===== config.mk =====
export PLATFORM = sky130hd
export DESIGN_NAME = vga_fetch_ctrl
export DESIGN_NICKNAME = d
export VERILOG_FILES = /design/src/rtl/vga_fetch_ctrl.sv
export SDC_FILE = /design/constraint.sdc
export NUM_CORES = 1
export LEC_CHECK = 0
export ABC_AREA = 0
export ABC_CLOCK_PERIOD_IN_PS = 5300
export CAP_MARGIN = 5
export CORE_MARGIN = 3
export CORE_UTILIZATION = 45
export CTS_CLUSTER_SIZE = 20
export DETAILED_ROUTE_END_ITERATION = 10
export HOLD_SLACK_MARGIN = 0.02
export PLACE_DENSITY = 0.73
export SLEW_MARGIN = 20
export SYNTH_ARGS = -nofsm -noshare
export SYNTH_HDL_FRONTEND = slang
export SYNTH_SLANG_ARGS = --single-unit

===== constraint.sdc =====
create_clock -name clk -period 5.3 [get_ports clk]
set_clock_uncertainty 0.05 [all_clocks]
set_input_delay 1.06 -clock clk [delete_from_list [all_inputs] [get_ports clk]]
set_output_delay 1.06 -clock clk [all_outputs]
set_load 0.02 [all_outputs]

===== src/rtl/vga_fetch_ctrl.sv =====
// Burst-read scheduler feeding a two-bank ping-pong line buffer for the VGA pixel path.
// Optional late frame-start counter enabled by defining VGA_FETCH_LATE_CNT_EN.
module vga_fetch_ctrl #(
  parameter int ADDR_WIDTH = 32,
  parameter int DATA_WIDTH = 32,
  parameter int BURST_LEN  = 16
) (
  input  logic                         clk,
  input  logic                         resetn,
  input  logic                         enable_i,
  input  logic [ADDR_WIDTH-1:0]        base_addr_i,
  input  logic [ADDR_WIDTH-1:0]        top_addr_i,
  input  logic                         frame_start_i,
  output logic                         rd_req_o,
  output logic [ADDR_WIDTH-1:0]        rd_addr_o,
  output logic [$clog2(BURST_LEN)-1:0] rd_len_o,
  input  logic                         rd_gnt_i,
  input  logic                         rd_valid_i,
  input  logic [DATA_WIDTH-1:0]        rd_data_i,
  input  logic                         rd_last_i,
  output logic                         wr_en_o,
  output logic                         wr_bank_o,
  output logic [$clog2(BURST_LEN)-1:0] wr_idx_o,
  output logic [DATA_WIDTH-1:0]        wr_data_o,
  input  logic [1:0]                   buf_release_i,
  output logic [1:0]                   bank_full_o,
  output logic                         frame_done_o,
  output logic                         cfg_err_o,
  output logic [15:0]                  late_cnt_o
);

  localparam int BYTES = DATA_WIDTH / 8;
  localparam int BSH   = $clog2(BYTES);
  localparam int LW    = $clog2(BURST_LEN);

  typedef enum logic [1:0] {IDLE, WAIT_BANK, REQ, DATA} state_t;

  state_t                state_q, state_d;
  logic [ADDR_WIDTH-1:0] top_q, cur_q;
  logic [LW-1:0]         len_q, beat_q;
  logic                  wr_bank_q;
  logic [1:0]            bank_full_q;
  logic                  frame_done_q;
  logic                  cfg_err_q;

  logic                  start, win_err, beat_last, frame_end;
  logic [ADDR_WIDTH-1:0] rem_words, cur_next;
  logic [LW-1:0]         req_len;
  logic [1:0]            set_mask;

  always_comb begin
    start     = enable_i && frame_start_i;
    // top <= base is an empty window even though the unsigned difference wraps large
    win_err   = (top_addr_i <= base_addr_i) ||
                ((top_addr_i - base_addr_i) < ADDR_WIDTH'(BYTES));
    rem_words = (top_q - cur_q) >> BSH;
    req_len   = (rem_words >= ADDR_WIDTH'(BURST_LEN)) ? '1 : (rem_words[LW-1:0] - LW'(1));
    cur_next  = cur_q + ((ADDR_WIDTH'(len_q) + ADDR_WIDTH'(1)) << BSH);
    frame_end = (top_q - cur_next) < ADDR_WIDTH'(BYTES);
    beat_last = (state_q == DATA) && rd_valid_i && rd_last_i;
    set_mask  = beat_last ? (wr_bank_q ? 2'b10 : 2'b01) : 2'b00;
  end

  always_comb begin
    state_d = state_q;
    unique case (state_q)
      IDLE: begin
        if (start && !win_err) state_d = WAIT_BANK;
      end
      WAIT_BANK: begin
        if (!enable_i)                    state_d = IDLE;
        else if (!bank_full_q[wr_bank_q]) state_d = REQ;
      end
      REQ: begin
        if (!enable_i)     state_d = IDLE;
        else if (rd_gnt_i) state_d = DATA;
      end
      DATA: begin
        if (beat_last) begin
          if (frame_end || !enable_i) state_d = IDLE;
          else                        state_d = WAIT_BANK;
        end
      end
      default: state_d = IDLE;
    endcase
  end

  always_comb begin
    rd_req_o  = 1'b0;
    rd_addr_o = '0;
    rd_len_o  = '0;
    wr_en_o   = 1'b0;
    wr_idx_o  = '0;
    wr_data_o = '0;
    // request is gated by enable so a dropped enable never coincides with a live request
    if (state_q == REQ && enable_i) begin
      rd_req_o  = 1'b1;
      rd_addr_o = cur_q;
      rd_len_o  = req_len;
    end
    if (state_q == DATA) begin
      wr_en_o   = rd_valid_i;
      wr_idx_o  = beat_q;
      wr_data_o = rd_data_i;
    end
  end

  always_ff @(posedge clk) begin
    if (!resetn) begin
      state_q      <= IDLE;
      top_q        <= '0;
      cur_q        <= '0;
      len_q        <= '0;
      beat_q       <= '0;
      wr_bank_q    <= 1'b0;
      bank_full_q  <= '0;
      frame_done_q <= 1'b0;
      cfg_err_q    <= 1'b0;
    end else begin
      state_q      <= state_d;
      frame_done_q <= 1'b0;
      // set wins over a same-cycle release on the same bank
      bank_full_q  <= (bank_full_q & ~buf_release_i) | set_mask;
      unique case (state_q)
        IDLE: begin
          if (start) begin
            top_q     <= top_addr_i;
            cur_q     <= base_addr_i;
            cfg_err_q <= win_err;
          end
        end
        REQ: begin
          if (enable_i && rd_gnt_i) begin
            len_q  <= req_len;
            beat_q <= '0;
          end
        end
        DATA: begin
          if (rd_valid_i) beat_q <= beat_q + LW'(1);
          if (beat_last) begin
            wr_bank_q    <= ~wr_bank_q;
            cur_q        <= cur_next;
            frame_done_q <= frame_end;
          end
        end
        default: ;
      endcase
    end
  end

  assign wr_bank_o    = wr_bank_q;
  assign bank_full_o  = bank_full_q;
  assign frame_done_o = frame_done_q;
  assign cfg_err_o    = cfg_err_q;

`ifdef VGA_FETCH_LATE_CNT_EN
  logic [15:0] late_q;

  always_ff @(posedge clk) begin
    if (!resetn) begin
      late_q <= '0;
    end else if (frame_start_i && enable_i && state_q != IDLE && late_q != '1) begin
      late_q <= late_q + 16'd1;
    end
  end

  assign late_cnt_o = late_q;
`else
  assign late_cnt_o = '0;
`endif

endmodule


* Yosys cells after proc, flatten, opt, wreduce, memory -nomap -nowiden
Cells that the tools add are included.
** Storage, ports and cells
- Bits in registers :: 79
- Latch bits :: 0
- RAM bits :: 0
- Memory bits (read-only) :: 0
- Bits of input ports :: 105
- Output and inout bits :: 95
- Word-level logic and storage cells :: 80
- Memories kept :: 0
** Operators by class
- Add/sub/neg operators :: 7
- Multipliers :: 0
- Div/mod/pow operators :: 0
- Magnitude comparators :: 5
- Equality and inequality tests :: 10
- Shift operators :: 0
- Muxes and demuxes :: 25
- Bitwise gates (word level) :: 4
- Reduce and logical (&&, ||, !) cells :: 20
** Operators with widths (count)
- 32-bit two-way mux :: 4
- 32-bit subtractor :: 3
- 32-bit by 3-bit less-than comparator with 1-bit output, second input constant :: 2
- 32-bit one-hot mux with 2 select lines :: 1
- 32-bit by 7-bit adder with 32-bit output :: 1
- 32-bit <= comparator :: 1
- 30-bit by 5-bit greater-or-equal comparator with 1-bit output, second input constant :: 1
- 4-bit two-way mux :: 5
- 2-bit two-way mux :: 8
- 3-bit AND reduction :: 3
- 2-bit inequality test, second input constant :: 4
- 2-bit one-hot mux with 4 select lines :: 1
- 4-bit one-hot mux with 2 select lines :: 1
- 1-bit logical AND :: 6
- 3-bit inequality test, second input constant :: 2
- 2-bit AND reduction :: 3
- 4-bit by 1-bit adder with 5-bit output, second input constant :: 1
- 1-bit two-way mux :: 5
- 4-bit by 1-bit adder with 4-bit output, second input constant :: 1
- 2-bit == test, second input constant :: 2
- 4-bit AND reduction :: 1
- 2-bit nonzero test :: 2
- 4-bit by 1-bit subtractor with 4-bit output, second input constant :: 1
- 2-bit bitwise AND :: 1
- other kinds (9) :: 11

* Depth between registers and ports, before layout
- Word-level depth :: 8
- Mapped depth :: 25
- Gate-level depth less buffers :: 23

* Least setup slack after synthesis
Ideal clock, no wire load.
- Path type :: register to register
- From :: reg len_q[0]
- To :: reg state_q[0]
- Setup time :: 120 ps
- Arrival time :: 5317 ps
- Required time :: 5130 ps
- Setup slack :: -187 ps
- Stages on the path, launching flop included :: 24
- Buffers on the path :: 1
- Period minus slack after synthesis :: 5487 ps
- Cell sequence :: dfxtp_1 > ha_1 > inv_1 > fa_1 > and2b_4 > o211ai_2 > buf_6 > a211o_2 > nor3_1 > xnor2_1 > ha_1 > a21o_2 > a21o_1 > a21oi_1 > o221ai_1 > a311oi_1 > nand4_1 > a2111oi_0 > and4_2 > nand4_1 > a2111oi_2 > nand4_1 > nor2b_1 > o31a_1
** On the way
- Word-level cells in the longest chain between the ends :: 8
** RTL lines
- start: declaration :: line 40 : logic [LW-1:0] len_q, beat_q;
- start signal: assignment :: line 134 : len_q <= req_len;
- 4-bit by 1-bit adder with 5-bit output :: line 58 : cur_next = cur_q + ((ADDR_WIDTH'(len_q) + ADDR_WIDTH'(1)) << BSH);
- 32-bit by 7-bit adder with 32-bit output :: line 58
- 32-bit subtractor :: line 59 : frame_end = (top_q - cur_next) < ADDR_WIDTH'(BYTES);
- 32-bit by 3-bit less-than comparator with 1-bit output :: line 59
- 1-bit logical OR :: line 80 : if (frame_end || !enable_i) state_d = IDLE;
- 1-bit two-way mux :: line 80
- 2-bit two-way mux :: line 79 : if (beat_last) begin
- 2-bit one-hot mux with 4 select lines :: line 66 : unique case (state_q)
- end signal: assignment :: line 120 : state_q <= state_d;
- end: declaration :: line 38 : state_t state_q, state_d;
No other way between the ends. The select of a mux whose other input is x is not followed.
A chain may end at the register's enable or synchronous reset.

* Final worst setup path
- From :: reg len_q[1]
- To :: reg state_q[0]
The elaborated chain is that of the path after synthesis.

==> results by stage <==
CTS:
- The number of sinks on the clock net is 79.
- For the worst-skew pair, the clock arrives at the later sink with an insertion delay of 0.34 ns.
- The H-tree depth is 3.
- The number of buffers inserted by hold repair at cts is 0.
- Counting the buffers created by CTS gives 9.
- The clock passes through at most 2 buffers.
- TritonCTS built the clock tree.
- The root cell of the clock tree is sky130_fd_sc_hd__clkbuf_16.
- After clock tree synthesis, the clock-pin slew on the worst setup and hold paths is ~0.07 ns.

Finish:
- The commonest non-fill, non-tap cell in the layout is sky130_fd_sc_hd__clkdlybuf4s50_1.
- The area growth from synthesis to layout is 34.5%.
- Registers take around 1600 sq um.
- The library cells used most frequently in the layout, excluding fill and tap cells, are 178 x sky130_fd_sc_hd__clkdlybuf4s50_1, 170 x sky130_fd_sc_hd__nand2_1, 155 x sky130_fd_sc_hd__buf_4.
- The footprint of the multi-input gates is 8330 sq um.
- The fill cell total of the finished layout is a little over 2,000.
- The repair_antennas step left the layout with diodes totalling 0.
- The ratio of cells with drive above 1 in the final layout is between 10% and 20%.
- The final layout contains a little under 2,000 nets.
- For this run, the share of the core covered by cells in the final layout is roughly three fifths.
- After the flow finishes, the layout carries non-filler instances totaling between 2,000 and 2,500.

GRT:
- After global routing the overflow that remains totals 0.
- The number of antenna violations at the first check in global routing was 0.
- The first global-routing pass estimated 59.0 mm of wire.
- For this run, the total global-route usage over all layers was measured as 29.7%.
- Entering global routing, the biggest net connects 47 pins.
- The via count of the first global-routing pass is between 10,000 and 15,000.

Critical path:
- The worst path arrival time is approximately 5.5 ns.
- Traced cell by cell, the critical path runs through ha_4 > xor2_1 > ha_1 > buf_4 > and2b_4 > o21ai_1 > nand2b_1 > xnor2_2 > ha_4 > a21o_1 > a221oi_2 > o21ai_2 > a22oi_1 > o221a_4 > o31ai_1 > a21boi_0 > o21ai_0 > mux2i_1 > nor3_1 > nand4_1 > buf_4 > nor2b_1 > o31a_1.
- The worst setup path is captured at a register.
- The endpoint of the worst-slack reg-to-reg timing path is state_q[0]$_SDFFE_PN0P_.
- The startpoint identified for the worst register-to-register timing path is len_q[1]$_SDFFE_PN0P_.
- The reg-to-reg setup timing slack is roughly 0.026 ns.
- On the critical path the largest part of the delay comes from compound AO/OA/AOI/OAI gates.
- For the worst flop-to-flop path, the logic depth is 23.
- The buffer and inverter count on the worst path is 2.
- The worst setup path is launched from a register.
- The setup path with the least slack is of type reg -> reg.
- In this run the worst path has a maximum fanout of 4.
- The required time of the critical path is approximately 5.5 ns.
- The stage delay of the slowest cell on the critical path is ~0.54 ns.
- The most critical setup path has its startpoint at len_q[1]$_SDFFE_PN0P_.
- The slowest cell on the critical path is sky130_fd_sc_hd__a21boi_0.

Placement:
- Including well taps, the total number of placed cells is ~2,000.
- The last weighted congestion value of the routability-driven placer is approximately 1.
- The number of I/O port buffers is between 150 and 200.
- The placement-stage worst setup slack is -0.527 ns.
- The HPWL after detailed placement is 32.3 mm.

Logic synthesis:
- After synthesis, flip-flops and latches occupy between 15 and 20% of the total area.
- By area the synthesized netlist is led by sky130_fd_sc_hd__dfxtp_1 15%, sky130_fd_sc_hd__ha_1 11%, sky130_fd_sc_hd__nand2_1 6.1%.
- The most instantiated flip-flop cell in the synthesis netlist is sky130_fd_sc_hd__dfxtp_1.
- For this run, asynchronously set or reset flops after synthesis account for 0%.
- Summing every instance area after synthesis gives 10,400 sq um.
- In this run the mean area of a mapped cell was roughly 7.1 sq um.
- Of the post-synthesis cell area, the dominant cell type holds between 15 and 20%.
- The biggest area consumer among synthesized cells is sky130_fd_sc_hd__dfxtp_1.
- The count of warnings emitted by yosys is 0.
- The number of library cell types mapped by synthesis is between 90 and 100.
- The synthesized design contains 0 enable-type register cells.
- Synthesis inferred 79 register bits.
- The synthesized netlist cell count is ~1,500.

Die:
- The number of placement rows is 55.
- The die covers 25,000 sq um.
- The initial utilization of the core area, before any placement, comes to a little under half.
- For this design the top-level I/O count stands at 200.
- The chip height is around 160 um.
- The area of the core is 22,700 sq um.
- From left edge to right edge, the die measures 158 um.

Pwr:
- The sequential share of power is 24.2%.
- In this run the power density over the cells is ~200 nW/um^2.
- Of the total power, the share spent switching nets is 40.5%.
- The power share of the combinational group is between 50% and 60%.
- The internal power component is ~1.7 mW.
- The leakage component of the power is between 6 and 7 nW.
- The share of total power dissipated in the clock network is between 20% and 30%.
- The net switching power is between 1 and 1.5 mW.
- VDD sags by at most 0.000113 V.

Worst hold path:
- The worst min-delay path startpoint is top_q[0]$_SDFFE_PN0P_.
- The worst hold path cell count is 2.
- The min-delay analysis places its worst path in the category reg -> reg.
- The end point of the most critical hold path is top_q[0]$_SDFFE_PN0P_.

Routing:
- The detailed-route vias per instance is around 6.
- The routed layout has roughly 12,000 vias.
- The detailed-routing iteration count for the pre-antenna-repair pass is 6.
- The initial DRC count is 1,240.
- After detailed routing, the average wire length per cell comes to 19.4 um.
- The wire length after detailed routing is between 30 and 40 mm.
- The number of routed nets with antenna violations is 0.
- In the routed design, unresolved DRC markers number 0.

Timing:
- The final critical path takes up about 100% of the cycle.
- The worst hold-check slack is 0.415 ns.
- The final-report max-slew violation count is 0.
- Setup repair after global routing could not meet its margin everywhere.
- The number of hold violations in the final report is 0.
- For the pin with the worst max-slew slack, the measured transition is around 0.85 ns.
- The slack of the critical path is approximately 0.026 ns.
- The worst pin sits at a relative slew slack of a little over two fifths.
- The setup total negative slack is 0 ns.
- Setup violations remaining at the end of the flow were counted as 0.
- The maximum clock frequency is ~190 MHz.
- Subtracting the final worst setup slack from the clock period gives between 5 and 6 ns.

Run status:
- The run finished with clean final reports.

Run:
- The number of violations of the max-capacitance limit is 0.
[worst max-delay path by stage]
| stage | endpoint | slack (ns) | cells after the start |
|---|---|---|---|
| final | state_q[0]$_SDFFE_PN0P_ | 0.03 | 23 |
| after floorplan | state_q[0]$_SDFFE_PN0P_ | 0.05 | 23 |
| after global placement | state_q[0]$_SDFFE_PN0P_ | -0.56 | 16 |
| after detailed placement | state_q[0]$_SDFFE_PN0P_ | -0.53 | 16 |
| after CTS | state_q[0]$_SDFFE_PN0P_ | 0.002 | 23 |
| after global routing | state_q[0]$_SDFFE_PN0P_ | -0.17 | 24 |
[synthesized netlist by cell type (23+ instances only)]
cell type,instances
sky130_fd_sc_hd__nor3_1,30
sky130_fd_sc_hd__nor2b_1,27
sky130_fd_sc_hd__nor2_1,117
sky130_fd_sc_hd__nand2_1,170
sky130_fd_sc_hd__inv_1,111
sky130_fd_sc_hd__nand3_1,43
sky130_fd_sc_hd__a21o_1,23
sky130_fd_sc_hd__and2_1,24
sky130_fd_sc_hd__dfxtp_1,79
sky130_fd_sc_hd__nand4_1,29
sky130_fd_sc_hd__xnor2_1,43
sky130_fd_sc_hd__ha_1,92
sky130_fd_sc_hd__and3_1,55
sky130_fd_sc_hd__clkbuf_1,47
sky130_fd_sc_hd__a21oi_1,106
sky130_fd_sc_hd__o21ai_0,85
sky130_fd_sc_hd__a21boi_0,40
[per-stage QoR]
stage	total power [mW]	cell area, sq um
after floorplan	1.56	10500
after global placement	2.01	13300
after detailed placement	2.02	13300
after CTS	2.69	13700
after global routing	2.93	14000
final	2.78	14000
[routing by layer]
layer  share of wire (%)  track usage [%]
met3                 9.8             5.52
met4                 2.3             8.11
met1                  44             42.5
met2                  44             45.9
met5                   0                0
[cell type report]
class,instances,area share (%)
clock buffer,9,1.61
tap,285,2.54
clock inverter,7,0.571
inverter,111,2.99
timing repair buffer,340,21.5
multi-input combinational,1207,59.4
sequential,79,11.4
[kinds of logic (layout without fill, tap and decap cells)]
group                      count (synthesis)  after routing  synth area share (%)
AOI/OAI and AO/OA                        445            445                  29.2
buffers and inverters                    192            467                  8.79
and+or+nand+nor                          562            562                  26.6
adders and majority gates                 98             98                  11.8
DFF                                       79             79                  15.2
muxes                                     14             14                  1.37
other                                      1             16                0.0360
xor gates and xnor gates                  72             72                  7.11
[sequential cells by signal, summed over array words and instances (netlist names)]
name          flops
top_q            32
state_q           2
cfg_err_o         1
len_q             4
cur_q            32
wr_bank_o         1
bank_full_o       2
frame_done_o      1
beat_q            4
[tightest hold or removal path, cell delays in order, from the launching register on]
cell	delay [ns]
sky130_fd_sc_hd__dfxtp_1	0.31
sky130_fd_sc_hd__nand2_1	0.05
sky130_fd_sc_hd__a21boi_0	0.06
[power groups by stage]
stage	sequential [mW]	clock, mW	combinational (mW)
2_1_floorplan	0.660	0	0.898
3_3_place_gp	0.679	0	1.33
3_5_place_dp	0.680	0	1.34
4_1_cts	0.667	0.655	1.37
5_1_grt	0.677	0.677	1.58
6_report	0.674	0.644	1.47
[repair_timing]
action / CTS / global route
buffers inserted: 3 / 3
pin swaps: 13 / 31
endpoints found under the setup margin: 5 / 6
resized for setup: 21 / 78
No activity file was read; power rests on OpenSTA's default activity.
